===== config.mk =====
export PLATFORM = sky130hd
export DESIGN_NAME = data_cache
export DESIGN_NICKNAME = d
export VERILOG_FILES = /design/src/rtl/data_cache.sv
export SDC_FILE = /design/constraint.sdc
export NUM_CORES = 1
export LEC_CHECK = 0
export CORE_ASPECT_RATIO = 0.5
export CORE_MARGIN = 2
export CORE_UTILIZATION = 30
export DETAILED_ROUTE_END_ITERATION = 10
export PLACE_DENSITY = 0.56
export SYNTH_ARGS = -nofsm -noshare
export SYNTH_HDL_FRONTEND = slang
export SYNTH_SLANG_ARGS = --single-unit
export TNS_END_PERCENT = 1

===== constraint.sdc =====
create_clock -name i_clk -period 4.6 [get_ports i_clk]
set_clock_uncertainty 0.2 [all_clocks]
set_input_delay 1.38 -clock i_clk [delete_from_list [all_inputs] [get_ports i_clk]]
set_output_delay 1.38 -clock i_clk [all_outputs]
set_load 0.02 [all_outputs]

===== src/rtl/data_cache.sv =====
// Direct-mapped, write-back, write-allocate data cache with 8 lines of 4 bytes.
// The CPU side is byte-wide with a BUSYWAIT stall. The memory side moves whole
// 32-bit blocks with a request/MEM_BUSYWAIT handshake.
module data_cache (
  input  logic        i_clk,
  input  logic        i_rst,
  input  logic        i_read,
  input  logic        i_write,
  input  logic [7:0]  i_address,
  input  logic [7:0]  i_write_data,
  output logic [7:0]  o_read_data,
  output logic        o_busywait,
  output logic        o_mem_read,
  output logic        o_mem_write,
  output logic [5:0]  o_mem_address,
  output logic [31:0] o_mem_writedata,
  input  logic [31:0] i_mem_readdata,
  input  logic        i_mem_busywait
);

  typedef enum logic [1:0] {
    S_IDLE,
    S_WRITEBACK,
    S_FETCH,
    S_UPDATE
  } state_t;

  state_t      r_state;
  logic [31:0] r_data [8];
  logic [2:0]  r_tag  [8];
  logic [7:0]  r_valid;
  logic [7:0]  r_dirty;
  logic [31:0] r_block;
  logic        r_mem_read;
  logic        r_mem_write;
  logic [5:0]  r_mem_address;
  logic [31:0] r_mem_writedata;

  logic [2:0]  w_tag;
  logic [2:0]  w_index;
  logic [1:0]  w_offset;
  logic        w_req;
  logic        w_hit;
  logic [31:0] w_line;
  logic [4:0]  w_bit_base;

  assign w_tag      = i_address[7:5];
  assign w_index    = i_address[4:2];
  assign w_offset   = i_address[1:0];
  assign w_bit_base = {w_offset, 3'b000};
  assign w_req      = i_read | i_write;
  assign w_line     = r_data[w_index];
  assign w_hit      = r_valid[w_index] && (r_tag[w_index] == w_tag);

  // Load data is combinational so a read hit completes in the same cycle. A
  // non-hit returns zero, which also keeps the port quiet right after reset
  // while the unreset data array still holds stale contents.
  assign o_read_data = w_hit ? w_line[w_bit_base +: 8] : 8'h00;

  // Stall only on a missing request while idle; every other state is mid-miss.
  assign o_busywait = (r_state == S_IDLE) ? (w_req && !w_hit) : 1'b1;

  assign o_mem_read      = r_mem_read;
  assign o_mem_write     = r_mem_write;
  assign o_mem_address   = r_mem_address;
  assign o_mem_writedata = r_mem_writedata;

  // Miss controller: state, valid/dirty bits and registered memory requests.
  // NOTE: every register here uses non-blocking assignment so all updates
  // within one edge see the pre-edge values, matching the hardware.
  always_ff @(posedge i_clk) begin
    if (i_rst) begin
      r_state         <= S_IDLE;
      r_valid         <= '0;
      r_dirty         <= '0;
      r_block         <= '0;
      r_mem_read      <= 1'b0;
      r_mem_write     <= 1'b0;
      r_mem_address   <= '0;
      r_mem_writedata <= '0;
    end else begin
      case (r_state)
        S_IDLE: begin
          if (w_req) begin
            if (w_hit) begin
              // A simultaneous read and write is treated as a write.
              if (i_write) r_dirty[w_index] <= 1'b1;
            end else if (r_dirty[w_index]) begin
              r_mem_write     <= 1'b1;
              r_mem_address   <= {r_tag[w_index], w_index};
              r_mem_writedata <= w_line;
              r_state         <= S_WRITEBACK;
            end else begin
              r_mem_read    <= 1'b1;
              r_mem_address <= i_address[7:2];
              r_state       <= S_FETCH;
            end
          end
        end
        S_WRITEBACK: begin
          if (!i_mem_busywait) begin
            // The write request drops and the fetch request rises on the same
            // edge, so the two are never high together.
            r_mem_write   <= 1'b0;
            r_mem_read    <= 1'b1;
            r_mem_address <= i_address[7:2];
            r_state       <= S_FETCH;
          end
        end
        S_FETCH: begin
          if (!i_mem_busywait) begin
            r_mem_read <= 1'b0;
            r_block    <= i_mem_readdata;
            r_state    <= S_UPDATE;
          end
        end
        S_UPDATE: begin
          r_valid[w_index] <= 1'b1;
          r_dirty[w_index] <= 1'b0;
          r_state          <= S_IDLE;
        end
        default: r_state <= S_IDLE;
      endcase
    end
  end

  // Line storage: block refill on UPDATE, byte merge on an idle write hit.
  // NOTE: the data and tag arrays are deliberately not reset; clearing the
  // valid bits is enough to make their contents unreachable.
  always_ff @(posedge i_clk) begin
    if (!i_rst) begin
      if (r_state == S_UPDATE) begin
        r_data[w_index] <= r_block;
        r_tag[w_index]  <= w_tag;
      end else if ((r_state == S_IDLE) && i_write && w_hit) begin
        r_data[w_index][w_bit_base +: 8] <= i_write_data;
      end
    end
  end

endmodule


==> results.toml <==
[run_status]
status = "finished, violations left"
violations = "negative setup slack"

[power]
p_int_mw = 6.22
p_seq_share_pct = 45.5
switching_share_pct = 25.8
clkPwrFrac_pct = 38.0
power.switching_mw = 2.17
cellPowerDensity_mw_per_mm2 = 392
irDropWorstVdd_uv = 242
p_leak_nw = 7.58
pwr-share-comb_pct = 16.5

[place]
dp_hpwl_um = 34300
portBuffers = 101
gp_congestion = 0.860
pre_cts_slack_ns = -1.27
dpl-instance-area_mm2 = 0.0190

[yosys]
synth_warnings = 0
synth_top_area_share_pct = 53.1
async_flop_share_pct = 0
synth_area_leader_cell = "edfxtp_1"
synth_cells = 1151
synth-seq-cells = 370
syn-cell-area_mm2 = 0.0158
synth.area.top_cells = "edfxtp_1 53%, dfxtp_1 11%, mux2i_1 5.2%, mux4_2 4.5%, nand2_1 4.1%"
synth_edf_count = 280
ys.flop_type = "edfxtp_1"
seq_area_frac_synth_pct = 64.5
synth.avg_cell_area_um2 = 13.8
ys_types = 62
syn_nets = 1213

[worst_setup_path]
worstPathRequired_ns = 3.02
worstPathArrival_ns = 3.22
cp-end-kind = "output port"
critPathKind = "in -> out"
cp_max_fo = 6
reg2reg_slack_ns = 0.75
crit_path_start_kind = "primary input"

[sta]
fin_crit_ns = 4.80
hold_viol = 0
fin_crit_sh_pct = 104
slew_headroom_pct = 29.3
timing.final.ws_setup_ns = -0.204
drv_slew = 0
tightest_slew_ns = 1.03
hold_ws_ns = 0.255
setup_viol = 10
fmaxAchievable_ghz = 0.208
rsz0062_at_grt = "true"

[grt]
grt_overflow = 0
grtUsageTotal_pct = 18.0
grt_pass1_vias = 11400
antenna_found_initial = 1
grt_pass1_wl_um = 73400
grt_max_degree = 38

[flow_run]
cap_violations = 0

[floorplan]
die-height_um = 166
core_mm2 = 0.0520
die_x_um = 329
die_area_mm2 = 0.0548
pin_count = 102
initial_core_util_pct = 30.4
rows = 59

[cells_and_area]
final_common_cell = "edfxtp_1"
final_layout_size_suffix_gt1_share_pct = 33.4
finalInstanceArea_mm2 = 0.0214
final_util_pct = 41.1
area_delta_synth_final_pct = 35.1
mostFrequentLayoutCells = "280 x edfxtp_1, 218 x buf_4, 167 x nand2_1"
nets = 1539

[cts]
cts_tree = "yes"
clk_latency_ns = 0.54
numCtsBuffers = 38
postCtsHoldBufs = 0
clockRootBuffer = "clkbuf_16"
cts.clk_slew.worst_paths_ns = 0.06
max-clock-path-buffers = 3
h-tree-depth = 2
cts_sinks = 370

[drt]
drt-initial-drc-count = 1315
dr.pass1.iters = 6
avgRoutedWirePerCell_um = 22.5
ant_nets = 0
viasPerCell = 5.10
num_vias = 11300
drc = 0
wl_um = 49700

[min_path]
hold_path.class = "reg -> reg"
worst paths after layout:
kind / endpoint / depth (start not counted) / startpoint
setup / recovery: o_read_data[6] / 8 / i_address[3]
hold / removal: r_valid[3]$_SDFFE_PP0P_ / 1 / r_valid[3]$_SDFFE_PP0P_
setup reg to reg: o_mem_writedata[9]$_SDFFE_PP0P_ / 26 / r_data[7][9]$_DFFE_PP_
hold reg to reg: r_valid[3]$_SDFFE_PP0P_ / 1 / r_valid[3]$_SDFFE_PP0P_
worst max-delay path, stage by stage:
cell and delay, ns:
buf_16 0.13, buf_8 0.14, mux2_2 0.34, a221oi_2 0.29, o22ai_2 0.15, mux4_2 0.52, nor2b_4 0.15, buf_6 0.12
power groups by stage:
stage | logic [mW] | clock network, mW | registers (mW)
after CTS | 1.35 | 3.22 | 3.81
final | 1.39 | 3.19 | 3.81
after floorplan | 0.667 | 0 | 3.90
after global routing | 1.48 | 3.36 | 3.82
after global placement | 1.22 | 0 | 3.88
after detailed placement | 1.24 | 0 | 3.88
logic make-up after synthesis:
group           share of synthesized area, %
compound gates                          10.4
fa+ha+maj                              0.711
simple gates                            9.19
mux                                     11.6
buf+inv                                 3.65
flops                                   64.5
state kept, by name, indices dropped and copies added, names as in the netlist, named ones only:
signal           cells
r_tag               24
r_block             32
r_data             256
o_mem_writedata     32
o_mem_write          1
o_mem_read           1
r_state              2
o_mem_address        6
r_valid              8
synthesized netlist by cell type, drive strengths merged (2+ instances only):
cell type	count
edfxtp	280
nand2	174
dfxtp	90
mux2i	82
nor2	73
buf	48
inv	43
a21oi	40
mux4	32
a221o	27
mux2	25
clkbuf	24
o221a	24
a221oi	19
a22oi	14
nor2b	14
nand3	13
o22ai	11
a21o	10
a311o	9
ha	9
o211ai	9
nand4	8
nor3	7
nor3b	7
o21ai	7
a22o	6
o22a	6
or2	6
nand2b	5
a41oi	4
and2	4
a31o	2
and3b	2
o2bb2ai	2
or2b	2
or4	2
routing by layer:
layer	track usage (%)	up-vias	wire length (um)
met5	0	-	0
met1	24.3	5722	21200
met4	6.17	0	1540
met2	28.4	434	23100
met3	4.22	83	3870
li1	-	5039	-
through the flow:
stage                     total power, mW  TNS (ns)  cells
after floorplan                      4.57    -0.260   1151
after global placement               5.10    -40.85   2078
after detailed placement             5.12    -66.06   2078
after CTS                            8.39     -1.51   2204
after global routing                 8.66     -1.97   2208
final                                8.39     -1.39   2210
area by class of cell:
type / count / area (um2)
sequential: 370 / 10200
inverter: 43 / 168
timing repair buffer: 358 / 3390
antenna: 2 / 5.00
clock inverter: 16 / 204
tap: 701 / 877
fill: 4745 / 30600
clock buffer: 54 / 1070
multi-input combinational: 666 / 5470
what timing repair did:
item                       in CTS  in global routing
pin swaps                      22                 25
buffers inserted               52                  5
setup endpoints to repair       9                 10
gates resized for setup       130                 46
cloned                          5                  0
Note: power is estimated with default switching activity, not from simulation.
